### src/rtl/rgb_led_seq_ctrl.sv
// -----------------------------------------------------------------------------
// rgb_led_seq_ctrl
//
// Pattern sequencer for the two on-board RGB LEDs (LED4 and LED5). The display
// mode comes from the slide switches, colour phases advance on an internal step
// tick, and every lit channel is dimmed by one shared free-running PWM. All
// logic runs on the board clock; the step tick and PWM are enables, not clocks.
//
// Parameters
//   TICK_DIV : clock cycles per pattern step (must be >= 2)
//   PWM_BITS : width of the free-running PWM counter
//   DUTY     : on-cycles per PWM period, 0 .. 2**PWM_BITS
//              (0 keeps every LED dark, 2**PWM_BITS keeps lit channels on)
//
// Ports
//   clk      in   1  board clock, rising edge
//   rst      in   1  synchronous active-high reset
//   sw       in   2  mode select from slide switches (asynchronous to clk)
//                      00 OFF, 01 CYCLE, 10 ALT, 11 WHITE
//   led4_r/g/b  out  LED4 colour channels (1 = lit)
//   led5_r/g/b  out  LED5 colour channels (1 = lit)
//   step     out  1  one-cycle pulse on every pattern step
//   phase    out  2  current colour phase: 0 = R, 1 = G, 2 = B
// -----------------------------------------------------------------------------
module rgb_led_seq_ctrl #(
    parameter int TICK_DIV = 125_000_000,
    parameter int PWM_BITS = 8,
    parameter int DUTY     = 64
) (
    input  logic       clk,
    input  logic       rst,
    input  logic [1:0] sw,
    output logic       led4_r,
    output logic       led4_g,
    output logic       led4_b,
    output logic       led5_r,
    output logic       led5_g,
    output logic       led5_b,
    output logic       step,
    output logic [1:0] phase
);

    typedef enum logic [1:0] {
        MODE_OFF   = 2'b00,
        MODE_CYCLE = 2'b01,
        MODE_ALT   = 2'b10,
        MODE_WHITE = 2'b11
    } mode_t;

    localparam int                  TICK_W    = (TICK_DIV > 2) ? $clog2(TICK_DIV) : 1;
    localparam int                  TICK_MAX  = TICK_DIV - 1;
    localparam logic [TICK_W-1:0]   TICK_LAST = TICK_MAX[TICK_W-1:0];
    // One extra bit so that DUTY = 2**PWM_BITS compares above every counter value.
    localparam logic [PWM_BITS:0]   DUTY_CMP  = DUTY[PWM_BITS:0];

    logic [1:0]          r_swMeta;
    logic [1:0]          r_swSync;
    mode_t               r_mode;
    logic [TICK_W-1:0]   r_tickCnt;
    logic [PWM_BITS-1:0] r_pwmCnt;
    logic [1:0]          r_phase;
    logic                r_step;
    logic [2:0]          r_led4;
    logic [2:0]          r_led5;

    mode_t               w_swMode;
    logic                w_modeChange;
    logic                w_tickWrap;
    logic                w_pwmOn;
    logic [1:0]          w_phaseNext;
    logic [2:0]          w_led4Colour;
    logic [2:0]          w_led5Colour;

    // Map a colour phase to an {r,g,b} one-hot; phase 3 never occurs and stays dark.
    function automatic logic [2:0] colourOf(input logic [1:0] p);
        case (p)
            2'd0:    colourOf = 3'b100;
            2'd1:    colourOf = 3'b010;
            2'd2:    colourOf = 3'b001;
            default: colourOf = 3'b000;
        endcase
    endfunction

    // Next phase in the R -> G -> B -> R rotation.
    function automatic logic [1:0] rotate3(input logic [1:0] p);
        rotate3 = (p == 2'd2) ? 2'd0 : p + 2'd1;
    endfunction

    // Two-flop synchroniser for the slide switches; the mode register behind it
    // makes a switch change visible to the pattern logic three edges later.
    always_ff @(posedge clk) begin
        if (rst) begin
            r_swMeta <= 2'b00;
            r_swSync <= 2'b00;
        end else begin
            r_swMeta <= sw;
            r_swSync <= r_swMeta;
        end
    end

    // Free-running PWM counter shared by all six channels; wraps naturally.
    always_ff @(posedge clk) begin
        if (rst) begin
            r_pwmCnt <= '0;
        end else begin
            r_pwmCnt <= r_pwmCnt + 1'b1;
        end
    end

    // Combinational decode: mode change detect, step condition, PWM gate,
    // next phase for the current mode and the colour each LED should show.
    always_comb begin
        w_swMode     = mode_t'(r_swSync);
        w_modeChange = (w_swMode != r_mode);
        w_tickWrap   = (r_tickCnt == TICK_LAST);
        w_pwmOn      = ({1'b0, r_pwmCnt} < DUTY_CMP);

        w_phaseNext  = 2'd0;
        w_led4Colour = 3'b000;
        w_led5Colour = 3'b000;
        case (r_mode)
            MODE_CYCLE: begin
                w_phaseNext  = rotate3(r_phase);
                w_led4Colour = colourOf(r_phase);
                w_led5Colour = colourOf(rotate3(r_phase));
            end
            MODE_ALT: begin
                w_phaseNext  = {1'b0, ~r_phase[0]};
                w_led4Colour = r_phase[0] ? 3'b000 : 3'b100;
                w_led5Colour = r_phase[0] ? 3'b100 : 3'b000;
            end
            MODE_WHITE: begin
                w_phaseNext  = 2'd0;
                w_led4Colour = 3'b111;
                w_led5Colour = 3'b111;
            end
            default: begin
                w_phaseNext  = 2'd0;
                w_led4Colour = 3'b000;
                w_led5Colour = 3'b000;
            end
        endcase
    end

    // Mode FSM with registered outputs. A mode change restarts the pattern
    // (phase and tick counter to 0) and suppresses any step due on that edge;
    // OFF keeps the tick counter parked so no step ever fires. LED outputs
    // are gated by PWM and lag phase/pwm counter by one cycle.
    always_ff @(posedge clk) begin
        if (rst) begin
            r_mode    <= MODE_OFF;
            r_tickCnt <= '0;
            r_phase   <= 2'd0;
            r_step    <= 1'b0;
            r_led4    <= 3'b000;
            r_led5    <= 3'b000;
        end else begin
            r_mode <= w_swMode;
            r_led4 <= w_led4Colour & {3{w_pwmOn}};
            r_led5 <= w_led5Colour & {3{w_pwmOn}};
            if (w_modeChange || (r_mode == MODE_OFF)) begin
                r_tickCnt <= '0;
                r_phase   <= 2'd0;
                r_step    <= 1'b0;
            end else if (w_tickWrap) begin
                r_tickCnt <= '0;
                r_phase   <= w_phaseNext;
                r_step    <= 1'b1;
            end else begin
                r_tickCnt <= r_tickCnt + 1'b1;
                r_step    <= 1'b0;
            end
        end
    end

    assign led4_r = r_led4[2];
    assign led4_g = r_led4[1];
    assign led4_b = r_led4[0];
    assign led5_r = r_led5[2];
    assign led5_g = r_led5[1];
    assign led5_b = r_led5[0];
    assign step   = r_step;
    assign phase  = r_phase;

endmodule
### config.mk
export PLATFORM = sky130hd
export DESIGN_NAME = rgb_led_seq_ctrl
export DESIGN_NICKNAME = d
export VERILOG_FILES = /design/src/rtl/rgb_led_seq_ctrl.sv
export SDC_FILE = /design/constraint.sdc
export NUM_CORES = 1
export LEC_CHECK = 0
export CORE_ASPECT_RATIO = 1.25
export CORE_MARGIN = 10
export CORE_UTILIZATION = 55
export CTS_BUF_LIST = sky130_fd_sc_hd__clkbuf_4
export DETAILED_ROUTE_END_ITERATION = 16
export PLACE_DENSITY = 0.78
export SLEW_MARGIN = 20
export SYNTH_ARGS = -nofsm -noshare
export SYNTH_HDL_FRONTEND = slang
export SYNTH_SLANG_ARGS = --single-unit
### constraint.sdc
create_clock -name clk -period 1.63 [get_ports clk]
set_input_delay 0.163 -clock clk [delete_from_list [all_inputs] [get_ports clk]]
set_output_delay 0.163 -clock clk [all_outputs]
set_load 0.1 [all_outputs]
Word-level counts from Yosys, hierarchy flattened
Cells that the tools add are included.
Cells by class
  $add $sub $neg: 3
  $lt $le $gt $ge: 1
  equality and inequality tests: 9
  mux-type cells: 9
  bitwise logic cells: 3
  reductions and logical operators: 6
Operators with widths (number)
  3-bit one-hot mux with 3 select lines: 4
  27-bit by 1-bit adder with 27-bit output, second input constant: 1
  27-bit equality test, second input constant: 1
  8-bit by 1-bit adder with 8-bit output, second input constant: 1
  2-bit equality test, second input constant: 4
  8-bit by 7-bit less-than comparator with 1-bit output, second input constant: 1
  3-bit bitwise AND: 2
  2-bit by 1-bit equality test with 1-bit output, second input constant: 3
  2-bit zero test: 3
  3-bit 2-to-1 mux: 2
  2-bit one-hot mux with 2 select lines: 1
  3-bit OR reduction: 1
  2-bit by 1-bit adder with 2-bit output, second input constant: 1
  2-bit 2-to-1 mux: 1
  2-bit inequality test: 1
  2-bit OR reduction: 1
  1-bit logical OR: 1
  1-bit 2-to-1 mux: 1
  1-bit NOT: 1
Word-level totals
  flip-flop bits (word level): 50
  input port bits: 4

Depth between registers and ports, before layout
  word-level depth: 6
  gate-level depth with buffers: 6
  depth with buffers taken out: 6

Worst setup path before layout
OpenSTA, ideal clock, no wires.
  path kind: register to register
  from: reg r_phase[0], in the netlist phase[0]
  to: reg r_phase[1], in the netlist phase[1]
  arrival: 1.807 ns
  data required time: 1.560 ns
  slack: -0.247 ns
  stages on the path, launching flop included: 4
  clock period less this slack: 1.877 ns
  cells stage by stage: dfxtp_1 and2_1 or4b_1 a21oi_1
On the way
  cells in the longest elaborated chain, start to end: 3
  elaborated cells on any way between the ends: 4
  those cells by class: add/sub: 1; eq/ne: 1; mux: 2
Ends and longest elaborated chain
  from (decl): line 61  | logic [1:0] r_phase;
  from (signal assigned): line 167  | r_phase <= w_phaseNext;
  2-bit by 1-bit adder with 2-bit output or 2-bit equality test (tied branches): line 86  | rotate3 = (p == 2'd2) ? 2'd0 : p + 2'd1;
  2-bit 2-to-1 mux *: line 86
  2-bit one-hot mux with 2 select lines *: line 121  | case (r_mode)
Every way passes the cells marked *; elsewhere a longest branch is shown, timed or not.
A chain may end at the register's enable or synchronous reset.

Worst setup path after layout
  from: reg r_mode[0]
  to: reg r_tickCnt[6]
On the way
  cells in the longest elaborated chain, start to end: 3
  elaborated cells on any way between the ends: 4
  those cells by class: eq/ne: 1; reduce/logical: 3
Ends and longest elaborated chain
  from (decl): line 58  | mode_t r_mode;
  from (signal assigned): line 158  | r_mode <= w_swMode;
  2-bit inequality test or 2-bit zero test (tied branches): line 114, 161
  1-bit logical OR *: line 161  | if (w_modeChange || (r_mode == MODE_OFF)) begin
  3-bit OR reduction (no source line) *
  to (signal assigned): line 170  | r_tickCnt <= r_tickCnt + 1'b1;
  to (decl): line 59  | logic [TICK_W-1:0] r_tickCnt;
Marked as above.

==> flow_summary.ini <==
[floorplanning]
rows = 25
fp.dieH_microns = 90.14
die_w_microns = 76.11
start_util = 0.5719
die-area_sq_mm = 0.006861
coreArea_sq_mm = 0.003785
ioPinCount = 13

[clocking]
clockBufferDepth = 2
clk_latency_ns = 0.36
holdBufCountCts = 0
numCtsBuffers = 5
cts_tree = built
cts_sinks = 49
cts-root-buf = clkbuf_4
htree_levels = 2
clk_pin_slew_ns = 0.14

[logic_synthesis]
synth-seq-cells = 49
yosys-top-cells-area = dfxtp_1 (45%), xor2_1 (6.9%), nor2_1 (4.2%)
syn_avg_cell_area_sq_um = 9.211
ys.flop_type = dfxtp_1
synth.top_cell.area_share = 0.4532
ys_warn_count = 0
yosysTopAreaCell = dfxtp_1
synth.distinct_cells = 32
syn_inst = 235
ys_seq_area_frac = 0.4532
synthesis.area_sq_mm = 0.002165
async_reset_ff_frac = 0
synth-edff-count = 0
syn-num-nets = 245

[cells_and_area]
n_fill_cell = 248
layout.cells.non_filler = 341
layout.nets = 296
drive_above_1_share = 0.3380
final_cell_mix = buf_4 (42), dfxtp_1 (35), nor2_1 (23), xor2_1 (17)
num_antenna_cells = 0
finish.utilization = 0.7683
layout_commonest_cell = buf_4
design_area_sq_mm = 0.002908
syn2layout_area_growth_pct = 34.34

[place]
placement.io_buffers = 12
dp_hpwl_microns = 3507
gp_congestion = 0.7971
dp.cells = 329
pre_cts_ws_ns = -0.06293
placed_area_sq_mm = 0.002660

[sta]
report.final.slew_viol_count = 0
slew_headroom = 0.8134
clock_skew_ns = 0.01313
timing.fmax_mhz = 593.8
fin_crit_sh = 1.033
setup_viol = 29
rsz0062_at_grt = yes
hold-worst-slack_ns = 0.3516
worstMarginPinSlew_ns = 0.2776
setup_slack_ns = -0.05413
finalCriticalPeriod_ns = 1.684
fin_setup_tns_ns = -0.8042
hold_viol_final = 0

[pwr]
leakagePower_nw = 1.107
ir_drop_uv = 555.5
finalPower_mw = 2.128
power_density_mw_per_mm2 = 731.9

[worst_hold_path]
hold_path_depth = 2
min_path_type = in -> reg
whs_endpoint = r_swMeta[1]
hp-start = sw[1]

[worst_setup_path]
r2r-start = r_mode[0]
required_ns = 1.93
rr_endpoint = r_tickCnt[6]
r2r_setup_slack_ns = -0.05
crit_chain = buf_4 > xor2_1 > or4_4 > o21bai_4 > buf_12 > nor2_1
slowest_delay_ns = 0.49
start_kind = register
cp_num_cells = 6
path_delay_family = simple AND/OR/NAND/NOR gates
cp-end-kind = register
cp.buffers_inverters = 2
worst-endpoint-arrival_ns = 1.98
crit_path_max_fanout = 27
worst-setup-path-type = reg -> reg
cp_slowest_cell = or4_4
reg2regPathDepth = 6

[global_route]
grt_pass1_wl_microns = 8514
antenna_found_initial = 0
track_usage = 0.1456
grt_pass1_vias = 1983
grt_max_degree = 28
grt_overflow_total = 0

[routing]
viasPerCell = 5.566
dr.pass1.iters = 4
routed_wl_microns = 5151
vias = 1898
drt_iter0_markers = 133
wl_per_cell_microns = 15.11
drc = 0
postRouteAntennaNets = 0

[outcome]
outcome = finished, violations left
violations = negative setup slack

[flow_run]
maxCapViolations = 0
cell type report:
class / count / area (sq um) / area share
Multi-Input combinational cell: 173 / 1217 / 0.4187
Sequential cell: 49 / 1001 / 0.3442
Timing Repair Buffer: 54 / 508.0 / 0.1747
Tap cell: 54 / 67.56 / 0.02324
Clock inverter: 3 / 65.06 / 0.02238
Clock buffer: 5 / 37.54 / 0.01291
Inverter: 3 / 11.26 / 0.003873
synth_stat cells, types with 2 or more instances:
master	number
and3_1	7
or3_1	4
o31ai_1	9
a21oi_1	17
inv_1	3
buf_2	5
and2_1	5
nand4_1	8
buf_4	3
dfxtp_1	49
nor2_1	24
or4_1	10
nor2b_1	9
nand3_1	13
clkbuf_1	2
nand4_2	2
xor2_1	17
and4_1	4
or4b_1	2
nor4_1	2
o21ai_0	8
o21a_1	4
ha_1	6
nand2_1	13
xnor2_1	2
cells by family after synthesis:
kind of cell,synth area share
simple gates,0.2931
flops,0.4532
compound gates,0.1116
xor+xnor,0.07688
buf+inv,0.03063
fa+ha+maj,0.03468
timing repair:
item,4_1_cts,5_1_grt
pin swaps,5,2
setup endpoints to repair,30,30
resized for setup,12,24
setup buffers,2,2
where the power goes:
part | internal [mW] | switching (mW) | leakage [nW]
registers | 1.21 | 0.00991 | 0.404
clock network | 0.475 | 0.364 | 0.0552
logic | 0.0377 | 0.0330 | 0.649
total | 1.72 | 0.407 | 1.11
worst reg2reg max path: cells and delay by family (launching register included):
family                 cells  cell delay [ns]
XOR/XNOR                   1             0.16
AO/OA/AOI/OAI              1             0.19
buffers and inverters      2             0.29
flip-flops                 1             0.35
AND/OR/NAND/NOR            2             0.62
registers in the layout, summed over array words and instances (netlist names):
name and flops:
r_tickCnt 27, r_pwmCnt 8, r_led4 3, phase 2, r_led5 2, r_mode 2, r_swMeta 2, r_swSync 2
step 1
worst max-delay path by stage:
stage	startpoint	end	slack (ns)
final	r_mode[0]	r_tickCnt[6]	-0.05
after global routing	r_mode[0]	r_tickCnt[3]	-0.12
after CTS	r_mode[0]	r_tickCnt[15]	-0.05
after detailed placement	rst	step	-0.06
after global placement	rst	step	-0.07
after floorplan	r_mode[0]	r_tickCnt[18]	-0.007
layer usage:
metal / track usage / vias to the layer above / share of wire
met3: 0.02988 / 19 / 0.028
met2: 0.2820 / 38 / 0.56
met1: 0.1386 / 891 / 0.37
met5: 0 / - / 0
met4: 0.07609 / 0 / 0.037
li1: - / 950 / -
Note: power is estimated with default switching activity, not from simulation.
